===== config.mk =====
export PLATFORM = sky130hd
export DESIGN_NAME = aes_precomp_sched
export DESIGN_NICKNAME = d
export VERILOG_FILES = /design/src/rtl/aes_precomp_sched.sv
export SDC_FILE = /design/constraint.sdc
export NUM_CORES = 1
export LEC_CHECK = 0
export CAP_MARGIN = 10
export CORE_ASPECT_RATIO = 0.6
export CORE_MARGIN = 2
export CORE_UTILIZATION = 35
export DETAILED_ROUTE_END_ITERATION = 8
export PLACE_DENSITY_LB_ADDON = 0.2
export REMOVE_ABC_BUFFERS = 1
export SETUP_SLACK_MARGIN = 0.15
export SYNTH_ARGS = -nofsm -noshare
export SYNTH_HDL_FRONTEND = slang
export SYNTH_SLANG_ARGS = --single-unit

===== constraint.sdc =====
create_clock -name clk -period 3 [get_ports clk]
set_input_delay 0.6 -clock clk [delete_from_list [all_inputs] [get_ports clk]]
set_output_delay 0.6 -clock clk [all_outputs]
set_load 0.05 [all_outputs]

===== src/rtl/aes_precomp_sched.sv =====
// Block-level sequencer for the masked S-box table precompute engine and the AES round datapath.
// Tables are reused across same-direction blocks until the remask budget runs out or a flush arrives.
module aes_precomp_sched #(
  parameter int unsigned REMASK_BLOCKS = 1
) (
  input  logic             clk,
  input  logic             rst_n,
  input  logic             req_valid_i,
  output logic             req_ready_o,
  input  logic             req_enc_dec_i,
  input  logic [1:0]       req_key_len_i,
  input  logic             flush_i,
  output logic             prng_req_o,
  input  logic             prng_ack_i,
  input  logic [127:0]     prng_data_i,
  output logic             pc_start_o,
  output logic             pc_enc_dec_o,
  input  logic             pc_done_i,
  output logic [15:0][7:0] mc_o,
  output logic             rnd_valid_o,
  input  logic             rnd_ready_i,
  output logic [3:0]       rnd_idx_o,
  output logic             rnd_last_o,
  output logic             done_o,
  output logic             busy_o
);

  typedef enum logic [2:0] {
    IDLE,
    MASK,
    PC_START,
    PC_WAIT,
    ROUND,
    DONE
  } state_t;

  localparam logic [7:0] REMASK_LIMIT = 8'(REMASK_BLOCKS);

  state_t     state;
  logic       tbl_valid;
  logic       tbl_dir;
  logic       dir;
  logic       flush_pend;
  logic       wait_first;
  logic [7:0] use_cnt;
  logic [3:0] nr;

  logic [3:0] nr_req;
  logic       reuse_ok;

  // Key length 3 is not a real AES variant and falls back to the AES-128 round count.
  always_comb begin
    case (req_key_len_i)
      2'd1:    nr_req = 4'd12;
      2'd2:    nr_req = 4'd14;
      default: nr_req = 4'd10;
    endcase
  end

  // A flush arriving with the request must force a refill, so it vetoes reuse here.
  assign reuse_ok = tbl_valid && (tbl_dir == req_enc_dec_i) &&
                    (use_cnt < REMASK_LIMIT) && !flush_i;

  always_ff @(posedge clk or negedge rst_n) begin
    if (!rst_n) begin
      state        <= IDLE;
      req_ready_o  <= 1'b1;
      prng_req_o   <= 1'b0;
      pc_start_o   <= 1'b0;
      pc_enc_dec_o <= 1'b0;
      mc_o         <= '0;
      rnd_valid_o  <= 1'b0;
      rnd_idx_o    <= 4'd0;
      rnd_last_o   <= 1'b0;
      done_o       <= 1'b0;
      busy_o       <= 1'b0;
      tbl_valid    <= 1'b0;
      tbl_dir      <= 1'b0;
      dir          <= 1'b0;
      flush_pend   <= 1'b0;
      wait_first   <= 1'b0;
      use_cnt      <= 8'd0;
      nr           <= 4'd10;
    end else begin
      // Flushes seen mid-block are deferred; IDLE and DONE override this below.
      if (flush_i) flush_pend <= 1'b1;

      case (state)
        IDLE: begin
          flush_pend <= 1'b0;
          if (flush_i) tbl_valid <= 1'b0;
          if (req_valid_i) begin
            dir         <= req_enc_dec_i;
            nr          <= nr_req;
            req_ready_o <= 1'b0;
            busy_o      <= 1'b1;
            if (reuse_ok) begin
              state       <= ROUND;
              rnd_valid_o <= 1'b1;
              rnd_idx_o   <= 4'd0;
              rnd_last_o  <= 1'b0;
            end else begin
              state      <= MASK;
              prng_req_o <= 1'b1;
            end
          end
        end

        MASK: begin
          if (prng_ack_i) begin
            // Byte j of the PRNG word lands in mc_o[j].
            mc_o         <= prng_data_i;
            prng_req_o   <= 1'b0;
            pc_start_o   <= 1'b1;
            pc_enc_dec_o <= dir;
            state        <= PC_START;
          end
        end

        PC_START: begin
          pc_start_o <= 1'b0;
          tbl_valid  <= 1'b0;
          wait_first <= 1'b1;
          state      <= PC_WAIT;
        end

        PC_WAIT: begin
          // The engine's done is combinational and may still read high right after start.
          if (wait_first) begin
            wait_first <= 1'b0;
          end else if (pc_done_i) begin
            tbl_valid   <= 1'b1;
            tbl_dir     <= dir;
            use_cnt     <= 8'd0;
            state       <= ROUND;
            rnd_valid_o <= 1'b1;
            rnd_idx_o   <= 4'd0;
            rnd_last_o  <= 1'b0;
          end
        end

        ROUND: begin
          if (rnd_ready_i) begin
            if (rnd_idx_o == nr) begin
              rnd_valid_o <= 1'b0;
              rnd_last_o  <= 1'b0;
              done_o      <= 1'b1;
              state       <= DONE;
            end else begin
              rnd_idx_o  <= rnd_idx_o + 4'd1;
              rnd_last_o <= ((rnd_idx_o + 4'd1) == nr);
            end
          end
        end

        DONE: begin
          done_o      <= 1'b0;
          rnd_idx_o   <= 4'd0;
          req_ready_o <= 1'b1;
          busy_o      <= 1'b0;
          state       <= IDLE;
          if (use_cnt != 8'hFF) use_cnt <= use_cnt + 8'd1;
          if (flush_pend || flush_i) tbl_valid <= 1'b0;
          flush_pend <= 1'b0;
        end

        default: state <= IDLE;
      endcase
    end
  end

endmodule


# ---- Word level (Yosys, flattened, before mapping)
# Cells that the tools add are included.
dict set report op_classes {
  addsub 2
  n_mul 0
  div 0
  n_lt_le_gt_ge 1
  eq_ne 23
  shift 0
  n_mux 53
  n_bitwise 1
  n_reduce_logical 30
}
# op n
set ops {}
lappend ops {{$mux W1} 24}
lappend ops {{$mux W4} 6}
lappend ops {{$mux W8} 3}
lappend ops {{$ne A2 B2 Y1 const B} 12}
lappend ops {{$mux W3} 7}
lappend ops {{$pmux W4 S4} 1}
lappend ops {{$pmux W8 S2} 1}
lappend ops {{$pmux W3 S5} 1}
lappend ops {{$reduce_and A7 Y1} 2}
lappend ops {{$reduce_bool A2 Y1} 7}
lappend ops {{$pmux W1 S2} 6}
lappend ops {{$reduce_and A6 Y1} 2}
lappend ops {{$add A8 B1 Y8 const B} 1}
lappend ops {{$eq A4 B4 Y1} 2}
lappend ops {{$lt A8 B1 Y1 const B} 1}
lappend ops {{$ne A8 B8 Y1 const B} 1}
lappend ops {{$reduce_and A2 Y1} 4}
lappend ops {{$reduce_and A4 Y1} 2}
lappend ops {{$reduce_bool A4 Y1} 2}
lappend ops {{$eq A3 B2 Y1 const B} 2}
lappend ops {{$eq A3 B3 Y1 const B} 2}
lappend ops {{$pmux W1 S3} 2}
lappend ops {{$pmux W3 S2} 1}
lappend ops {{$reduce_and A3 Y1} 2}
lappend ops {{14 further kinds} 16}
dict set report word_totals {
  ff_bits 160
  latchBits 0
  ramBits 0
  rom_bits 0
  in_bits 138
  output_inout_bits 140
  word_cells 143
  mem_count 0
}

# ---- Longest topological paths before layout
# Gate-level depths: netlist (run 1).
dict set report depth {
  word_depth 7
  ltp_mapped 7
  depth_no_buf 7
}

# ---- Worst setup path after synthesis (run 1)
# No wires, ideal clock.
dict set report synth_path {
  kind {register to register}
  from {register state[2]}
  to {register mc_o[100] (netlist name)}
  setup_ns 0.125
  arrival_time_ns 1.675
  path_slack_ns 1.200
  stages_incl_launch_ff 6
  path_cell_list {dfrtp_1 buf_4 nor4b_2 buf_2 buf_4 mux2_2}
}
dict set report synth_via {
  elab_chain_len 2
}
# item line_no
set synth_rtl {}
lappend synth_rtl {{from (decl)} 39} ;# state_t state;
lappend synth_rtl {{from (signal assigned)} 66} ;# state <= IDLE;
lappend synth_rtl {{from (signal assigned)} 98} ;# state <= ROUND;
lappend synth_rtl {{from (signal assigned)} 103} ;# state <= MASK;
lappend synth_rtl {{$eq A3 B1 Y1} 88} ;# case (state)
lappend synth_rtl {{$reduce_and A2 Y1 (no line)} n/a}
lappend synth_rtl {{to (signal assigned)} 112} ;# mc_o <= prng_data_i;
lappend synth_rtl {{to (decl)} 19} ;# output logic [15:0][7:0] mc_o,
# Every way passes these cells.
# A chain may end at the register's enable or synchronous reset.

# ---- Worst setup path in the final report (run 1)
dict set report layout_path {
  from {register rnd_idx_o[0]}
  to {output port rnd_idx_o[0]}
}
# item line_no
set layout_lines {}
lappend layout_lines {{from (decl)} 22} ;# output logic [3:0] rnd_idx_o,
lappend layout_lines {{from (signal assigned)} 150} ;# rnd_idx_o <= rnd_idx_o + 4'd1;
# No word-level cell between the ends.

==> results of run 1 <==
[through the flow]
stage	instance area, um2	setup TNS (ns)
finish	10000	0
global route	10000	0
CTS	10000	0
detailed placement	9390	0
global placement	9390	0
floorplan	6220	-741.46
[routing by layer]
layer	routed length (um)	track usage (%)
met3	2040	9.21
met4	89	4.39
met2	7430	26.9
met1	6750	20.8
met5	0	0
[synthesized netlist by cell type (3+ instances only)]
library cell  count
or2_2             3
ha_1              4
mux2_2          131
dfrtp_1         156
nand2_1          20
nor2_1           17
a21oi_1           4
buf_4            11
inv_1             7
a21o_1            3
nor3_1            5
buf_2             6
xnor2_1           6
nand3_1           5
nand2b_1          4
o21ai_0          17
[flip-flops by register name, summed over array words and instances (netlist names)]
name / cells
done_o: 1
rnd_valid_o: 1
rnd_idx_o: 4
pc_enc_dec_o: 1
use_cnt: 8
nr: 2
pc_start_o: 1
req_ready_o: 1
tbl_dir: 1
flush_pend: 1
busy_o: 1
rnd_last_o: 1
mc_o: 128
state: 3
dir: 1
wait_first: 1
tbl_valid: 1
prng_req_o: 1
[layout by cell type (no fill, tap or decap), types with 5 or more instances in the layout]
cell type / n
mux2_2: 131
clkdlybuf4s50_1: 276
inv_1: 7
nand2_1: 20
clkbuf_16: 17
dfrtp_1: 156
xnor2_1: 6
nor2_1: 17
nand3_1: 5
nor3_1: 5
o21ai_0: 17
[cell families (layout without fill, tap and decap cells)]
family	after synthesis	count (layout)
AO/OA/AOI/OAI	42	42
XOR/XNOR	8	8
adder cells (fa/ha/maj)	4	4
buffers and inverters	25	322
flip-flops	158	158
multiplexers	131	131
AND/OR/NAND/NOR	71	71
[path summary, 6_finish.rpt]
kind | start | to | slack, ns | depth (start not counted)
worst max-delay path | rnd_idx_o[0] | rnd_idx_o[0] | 0.67 | 1
worst min-delay path | rst_n | mc_o[27] | 0.16 | 1
worst max register to register | state[0] | mc_o[81] | 0.75 | 4
worst min register to register | req_ready_o | req_ready_o | 0.47 | 2
max in group asynchronous | rst_n | nr[1] | 1.99 | 2
min in group clk | req_ready_o | req_ready_o | 0.47 | 2
[power groups by stage]
| stage | Combinational (mW) | Clock (mW) | Sequential [mW] |
|---|---|---|---|
| after floorplan | 1.77 | 0 | 7.11 |
| after global placement | 7.53 | 0 | 3.83 |
| after detailed placement | 7.60 | 0 | 3.89 |
| after CTS | 7.63 | 2.36 | 3.87 |
| after global routing | 7.90 | 2.47 | 4.00 |
| final | 7.55 | 2.29 | 3.86 |
[area by class of cell]
type | count | area [um2] | area share (%)
sequential | 158 | 3960 | 39.5
timing repair buffer | 283 | 2860 | 28.5
multi-input combinational | 256 | 2250 | 22.5
clock buffer | 19 | 443 | 4.42
tap | 240 | 300 | 3.00
clock inverter | 13 | 186 | 1.86
inverter | 7 | 26.3 | 0.262
==> qor.txt, run 1 <==
Crit Path Max Fanout - 7
Share of power burned in registers - 28.1%
First-pass detailed-route iteration total - 5
Ys Warns - 0
CTS tree - built
Final HPWL DP - 12.1 mm
Final hold slack - 0.164 ns
Vias in the first global route - 4,841
Status - finished clean
Switch Pwr - 6.21 mW
Post-synth cell types - 48
Main combinational cell family by area after synthesis - multiplexers
Clock Path Buffers - 2
Full die area - 19,200 um2
Routed WL - 16.3 mm
# hold bufs at CTS - 0
CP bufs+invs - 1
Worst min path class - in -> async
Max incr delay on CP - 0.87 ns
Achievable Freq - 0.428 GHz
Finished Core Util - 55.9%
Top cell type's share of synthesized area - 61.6%
Placed Cells - 944
Area grow syn2layout - 58.0%
# DRC - 0
Mapped Avg Cell Area - 14.4 um2
Post-CTS Setup Inserts - 0
Simple-gate area share of the yosys netlist - 5.94%
Critical path, cell by cell - clkdlybuf4s50_1
Gp weighted congestion - 0.791
Complex-gate fraction of the synthesized area - 4.26%
Clock Skew - 0.00741 ns
XOR/XNOR Fraction of Synth Area - 1.10%
Unrepaired setup endpoints after global routing - false
Post-cts resize count - 0
Vias after detailed routing - 4,566
Die height - 108 um
Dpl ws - 0.475 ns
CTS sink cnt - 158
Ant. Diodes - 0
Sequential element share of the synthesized area - 62.4%
IO buf count - 277
Async S/R FF share, synth - 100%
First-pass GRT wire length - 25.3 mm
CP endpoint kind - output port
H-Tree Depth - 4
# rows - 38
Clock share of power - 16.7%
Core Area - 17,900 um2
Combinational power share - 55.1%
Fillcell total - 1,437
Vias/cell - 4.68
Die width - 178 um
Cell area after synthesis - 6340 um2
Global Route Usage Sum - 17.2%
Post-synthesis adder-cell area fraction - 0.789%
Crit Path Class - reg -> out
Largest net degree at the start of global routing - 66
Share of cells above drive strength 1 - 24.6%
Max-cap viol count - 0
Top post-synthesis cells by area - dfrtp_1 62%, mux2_2 23%, o21ai_0 1.3%
Mux contribution to synthesized area - 23.3%
Antenna violations before repair - 0
Register bit total from synthesis - 158
CP Data Arrival Time - 1.73 ns
CP startpoint kind - flop
Max Transition Viols Final - 0
Worst-Margin Slew - 0.705 ns
DR iter-0 viols - 191
Later-pin clock latency in the skew report - 0.41 ns
Wire per inst - 16.7 um
Sw Ratio - 45.3%
Nets - 865
Crit path time final - 2.33 ns
Primary FF master, synth - dfrtp_1
Final WS setup - 0.665 ns
Slowest CP cell - clkdlybuf4s50_1
VDD IR-drop max - 885 uV
Num CTS Buffers - 17
Layout Cells excl Fill - 976
Number of synthesized flops with an enable pin - 0
Clock-pin slew on the worst setup and hold paths - 0.06 ns
Fin. Hold Viols - 0
Pleak - 4.13 nW
Final period utilization - 77.8%
# IOs - 278
Cell-internal power - 7.49 mW
Starting Density - 35.4%
Final number of setup-violating endpoints - 0
Top delay family on crit path - buffers and inverters
Rel. slew slack - 52.5%
GRT overflow - 0
Power Density - 1370 nW/um2
Cell taking the most area after synthesis - dfrtp_1
CP required - 2.40 ns
Post-DRT Antenna Nets - 0
Post-Synthesis Cells - 439
Clock root cell - clkbuf_16
Total power draw - 13.7 mW
Note: power is estimated with default switching activity, not from simulation.
==> inputs of run 2 (changes only) <==
==> constraint.sdc (replaced) <==
create_clock -name clk -period 2.3 [get_ports clk]
set_input_delay 0.46 -clock clk [delete_from_list [all_inputs] [get_ports clk]]
set_output_delay 0.46 -clock clk [all_outputs]
set_load 0.05 [all_outputs]
==> qor.txt, run 2 (synthesized netlist as in run 1, its figures left out) <==
Achievable Freq - 0.480 GHz
Fillcell total - 1,435 (-0.14%)
Min-delay src - req_ready_o
Routed WL - 16.1 mm (-1.0%)
CTS sink cnt - 158 (unchanged)
Pleak - 4.19 nW (+1.5%)
Final period utilization - 90.6%
Final number of setup-violating endpoints - 0 (unchanged)
Power Density - 1760 nW/um2 (+28%)
Share of cells above drive strength 1 - 25.6% (+1.0 points)
Critical R2R Capture - rnd_idx_o[1]
Vias after detailed routing - 4,607 (+0.90%)
Most frequent cells in the layout - 269 x clkdlybuf4s50_1, 155 x dfrtp_1, 131 x mux2_2, 20 x nand2_1
R2R setup slack - 0.37 ns (-0.38 ns)
Area grow syn2layout - 59.0%
Vias/cell - 4.67 (-0.13%)
R2R depth - 5 (+1)
Clock root cell - clkbuf_16
Clock Path Buffers - 2 (unchanged)
Worst min path class - reg -> reg
Vias in the first global route - 4,805 (-0.74%)
WHS Endpoint - req_ready_o
Max FFs per register - 128 (unchanged)
Ant. Diodes - 0 (unchanged)
Num CTS Buffers - 17 (unchanged)
VDD IR-drop max - 925 uV (+4.5%)
Final hold slack - 0.462 ns (+0.298 ns)
DR iter-0 viols - 165 (-14%)
CP startpoint kind - flop
CP required - 1.84 ns (-0.56 ns)
Most common cell after layout, fill and taps aside - clkdlybuf4s50_1
Combinational power share - 56.4% (+1.3 points)
Switch Pwr - 8.11 mW (+31%)
CP endpoint kind - output port
CTS tree - built
First-pass GRT wire length - 25.0 mm (-0.95%)
Final HPWL DP - 12.2 mm (+0.74%)
Top delay family on crit path - buffers and inverters
Crit Path Class - reg -> out
Hold Path Cell Cnt - 2
Worst-Margin Slew - 0.559 ns (-0.146 ns)
Fin. Hold Viols - 0 (unchanged)
# IOs - 278 (unchanged)
Slowest CP cell - clkdlybuf4s50_1
Global Route Usage Sum - 17.1% (-0.13 points)
Max incr delay on CP - 0.85 ns (-0.02 ns)
Largest net degree at the start of global routing - 53 (-20%)
Placed Cells - 953 (+0.95%)
GRT overflow - 0 (unchanged)
Top flop regs - mc_o x128, use_cnt x8, rnd_idx_o x4
Clock share of power - 15.3% (-1.4 points)
Biggest register - mc_o
Sw Ratio - 45.8% (+0.49 points)
Max-cap viol count - 0 (unchanged)
Unrepaired setup endpoints after global routing - false
Wire per inst - 16.4 um (-2.0%)
CP bufs+invs - 1 (unchanged)
Max Transition Viols Final - 0 (unchanged)
Crit path time final - 2.08 ns
Post-DRT Antenna Nets - 0 (unchanged)
Die height - 108 um (unchanged)
# rows - 38 (unchanged)
# DRC - 0 (unchanged)
Full die area - 19,200 um2 (unchanged)
Worst reg2reg startpoint - state[1]
Rel. slew slack - 62.6% (+10 points)
Gp weighted congestion - 0.784 (-0.94%)
Die width - 178 um (unchanged)
Crit Path Max Fanout - 2 (-5)
CP Data Arrival Time - 1.62 ns (-0.11 ns)
Nets - 875 (+1.2%)
Share of power burned in registers - 28.3% (+0.2 points)
Status - finished clean
Starting Density - 35.4% (unchanged)
IO buf count - 277 (unchanged)
Layout Cells excl Fill - 986 (+1.0%)
Clock-pin slew on the worst setup and hold paths - 0.07 ns (about the same)
Later-pin clock latency in the skew report - 0.42 ns (about the same)
Cell-internal power - 9.59 mW (+28%)
Core Area - 17,900 um2 (unchanged)
Critical path, cell by cell - clkdlybuf4s50_1
First-pass detailed-route iteration total - 4 (-1)
H-Tree Depth - 4 (unchanged)
Antenna violations before repair - 0 (unchanged)
Clock Skew - 0.0144 ns (+0.00696 ns)
[run 2: cell types whose count changed in the layout (fill, tap and decap cells not counted), sizes merged]
cell	previous run	this run
buf	7	16
clkdlybuf4s50	276	269
dlygate4sd2	0	5
clkinvlp	1	5
bufinv	4	1
clkinv	6	3
clkbuf	19	21
dlymetal6s2s	0	2
dlygate4sd3	0	1
[run 2: through the flow]
stage	setup TNS [ns]	total power, mW	setup WS [ns]	utilization (%)	cell area [um2]
final	0	17.7	0.215	56.3	10100
after global routing	0	18.6	0.153	56.3	10100
after CTS	0	17.9	0.194	56.2	10100
after detailed placement	0	15.1	0.0244	53.0	9500
after global placement	0	14.9	0.0831	53.0	9500
after floorplan	-833.16	11.4	-6.37	-	6220
[run 2: repair_timing]
| action | in CTS | in global routing |
|---|---|---|
| hold buffers | 1 | 0 |
| gates resized for setup | 5 | 3 |
| pin swaps | 0 | 0 |
| endpoints found under the setup margin | 5 | 3 |
| buffers inserted | 0 | 0 |
| gates cloned | 0 | 0 |
| endpoints found under the hold margin | 10 | 0 |
[run 2: layout make-up]
class | instances | area (um2) | share of cell area (%)
Timing Repair Buffer | 293 | 2970 | 29.5
Tap cell | 240 | 300 | 2.98
Inverter | 7 | 26.3 | 0.261
Clock inverter | 11 | 108 | 1.07
Sequential cell | 158 | 3960 | 39.2
Multi-Input combinational cell | 256 | 2250 | 22.3
Clock buffer | 21 | 470 | 4.67
[run 2: worst max-delay path by stage]
stage | startpoint | to | slack [ns] | depth (start not counted)
2_1_floorplan | state[0] | mc_o[0] | -6.37 | 3
3_3_place_gp | prng_ack_i | mc_o[72] | 0.08 | 4
3_5_place_dp | prng_ack_i | mc_o[14] | 0.02 | 4
4_1_cts | pc_start_o | pc_start_o | 0.19 | 1
5_1_grt | mc_o[7] | mc_o[7] | 0.15 | 1
6_report | mc_o[85] | mc_o[85] | 0.22 | 1
[run 2: routing by layer]
metal | vias to the layer above | global-route usage [%] | part of all wire [%]
li1 | 2154 | - | -
met1 | 2234 | 20.4 | 41
met2 | 202 | 26.4 | 45
met3 | 17 | 9.07 | 12
met4 | 0 | 5.85 | 1.4
met5 | - | 0 | 0
[run 2: power by group through the flow]
| stage | sequential, mW | clock [mW] | combinational (mW) |
|---|---|---|---|
| 2_1_floorplan | 9.26 | 0 | 2.09 |
| 3_3_place_gp | 4.99 | 0 | 9.96 |
| 3_5_place_dp | 5.05 | 0 | 10.1 |
| 4_1_cts | 5.03 | 2.80 | 10.1 |
| 5_1_grt | 5.19 | 2.93 | 10.5 |
| 6_report | 5.01 | 2.71 | 9.98 |
[run 2: worst register-to-register path: stages, from the launching register on]
cell      delay [ns]
dfrtp_1         0.63
nand3b_1        0.27
o22ai_1         0.38
a221o_1         0.24
nor2_1          0.06
a22o_1          0.23
==> inputs of run 3 (changes only) <==
--- a/config.mk
+++ b/config.mk
@@ -9,7 +9,9 @@
 export CORE_ASPECT_RATIO = 0.6
 export CORE_MARGIN = 2
 export CORE_UTILIZATION = 35
+export CTS_CLUSTER_SIZE = 16
 export DETAILED_ROUTE_END_ITERATION = 8
+export MAX_ROUTING_LAYER = met4
 export PLACE_DENSITY_LB_ADDON = 0.2
 export REMOVE_ABC_BUFFERS = 1
 export SETUP_SLACK_MARGIN = 0.15
==> qor.txt, run 3 (synthesized netlist as in run 1, its figures left out) <==
Status - finished clean
Clock Path Buffers - 2 (unchanged)
Max incr delay on CP - 0.84 ns (about the same)
Power Density - 1760 nW/um2 (about the same)
H-Tree Depth - 4 (unchanged)
Die height - 108 um (unchanged)
Global Route Usage Sum - 17.6% (+0.53 points)
Achievable Freq - 0.480 GHz (about the same)
Antenna violations before repair - 0 (unchanged)
Crit Path Class - reg -> out
Biggest register - mc_o
R2R depth - 5 (unchanged)
Rel. slew slack - 62.7% (about the same)
Slowest CP cell - clkdlybuf4s50_1
Hold Path Cell Cnt - 2 (unchanged)
# IOs - 278 (unchanged)
Footprint of the multi-input gates - 2250 um2 (unchanged)
Full die area - 19,200 um2 (unchanged)
Num CTS Buffers - 17 (unchanged)
Critical R2R Capture - rnd_idx_o[1]
Clock-pin slew on the worst setup and hold paths - 0.06 ns (about the same)
Critical path, cell by cell - clkdlybuf4s50_1
Max-cap viol count - 0 (unchanged)
Stages on the worst setup path - 1 (unchanged)
IO buf count - 277 (unchanged)
First-pass GRT wire length - 25.0 mm (-0.17%)
Final period utilization - 90.7% (about the same)
CP Data Arrival Time - 1.62 ns (about the same)
Most common cell after layout, fill and taps aside - clkdlybuf4s50_1
Die width - 178 um (unchanged)
Routed WL - 16.1 mm (about the same)
VDD IR-drop max - 926 uV (+0.10%)
Vias in the first global route - 4,811 (+0.12%)
Unrepaired setup endpoints after global routing - false
CP startpoint kind - flop
WHS Endpoint - req_ready_o
Max FFs per register - 128 (unchanged)
Finished Core Util - 56.3% (unchanged)
Final HPWL DP - 12.2 mm (unchanged)
Worst-Margin Slew - 0.558 ns (-0.000299 ns)
R2R setup slack - 0.37 ns (about the same)
Vias/cell - 4.68 (+0.11%)
Top delay family on crit path - buffers and inverters
Ant. Diodes - 0 (unchanged)
# rows - 38 (unchanged)
Clock Skew - 0.0143 ns (-0.0000910 ns)
DR iter-0 viols - 157 (-4.8%)
CP bufs+invs - 1 (unchanged)
Gp weighted congestion - 0.794 (+1.4%)
Fillcell total - 1,435 (unchanged)
Setup TNS - 0 ns (unchanged)
Most frequent cells in the layout - 269 x clkdlybuf4s50_1, 155 x dfrtp_1, 131 x mux2_2, 20 x nand2_1
Wire per inst - 16.4 um (about the same)
First-pass detailed-route iteration total - 5 (+1)
CP endpoint kind - output port
Post-DRT Antenna Nets - 0 (unchanged)
Max Transition Viols Final - 0 (unchanged)
Top flop regs - mc_o x128, use_cnt x8, rnd_idx_o x4
Starting Density - 35.4% (unchanged)
Clock root cell - clkbuf_16
CTS sink cnt - 158 (unchanged)
Register Area - 3960 um2 (unchanged)
Later-pin clock latency in the skew report - 0.42 ns (about the same)
Area grow syn2layout - 59.0% (unchanged)
Crit Path Max Fanout - 3 (+1)
CTS tree - built
GRT overflow - 0 (unchanged)
Core Area - 17,900 um2 (unchanged)
Worst reg2reg startpoint - state[1]
Nets - 875 (unchanged)
CP required - 1.84 ns (about the same)
Worst min path class - reg -> reg
Share of cells above drive strength 1 - 25.6% (unchanged)
Crit path time final - 2.08 ns (+0.0000930 ns)
Pleak - 4.19 nW (unchanged)
Largest net degree at the start of global routing - 53 (unchanged)
Final number of setup-violating endpoints - 0 (unchanged)
# DRC - 0 (unchanged)
Fin. Hold Viols - 0 (unchanged)
Vias after detailed routing - 4,612 (+0.11%)
Min-delay src - req_ready_o
run 3: cell counts in the layout (fill, tap and decap cells not counted):
No cell type changed its count.
run 3: area by class of cell:
type	instances	area share, %
clock inverter	11	1.07
clock buffer	21	4.67
multi-input combinational	256	22.3
inverter	7	0.261
timing repair buffer	293	29.5
sequential	158	39.2
tap	240	2.98
run 3: power by group:
group          leakage (nW)  internal [mW]  switching [mW]  total, mW
Clock                 0.268           1.58            1.13       2.71
Sequential             1.89           4.17           0.837       5.01
Combinational          2.03           3.84            6.15       9.98
run 3: worst max-delay path by stage:
stage               start         end  slack, ns
2_1_floorplan    state[0]     mc_o[0]      -6.37
3_3_place_gp   prng_ack_i    mc_o[72]       0.08
3_5_place_dp   prng_ack_i    mc_o[14]       0.02
4_1_cts        pc_start_o  pc_start_o       0.19
5_1_grt           mc_o[7]     mc_o[7]       0.15
6_report       pc_start_o  pc_start_o       0.22
run 3: per-layer routing:
metal	vias to the layer above	wire [um]	global-route usage, %
met2	206	7260	26.3
li1	2147	-	-
met4	0	255	5.85
met3	21	1890	8.30
met5	-	0	-
met1	2238	6740	21.0
run 3: repair_timing:
| item | 4_1_cts | 5_1_grt |
|---|---|---|
| setup endpoints to repair | 5 | 3 |
| endpoints found under the hold margin | 10 | 0 |
| buffers inserted | 0 | 0 |
| resized for setup | 5 | 3 |
| pin swaps | 0 | 0 |
| hold buffers | 1 | 0 |
run 3: stage by stage:
step           cells  instance area [um2]  worst slack [ns]  total power, mW  hold WS [ns]
2_1_floorplan    421                 6220             -6.37             11.4         0.164
3_3_place_gp     953                 9500            0.0831             14.9         0.441
3_5_place_dp     953                 9500            0.0244             15.1         0.444
4_1_cts          986                10100             0.194             17.9         0.467
5_1_grt          986                10100             0.154             18.6         0.494
6_report         986                10100             0.215             17.7         0.462
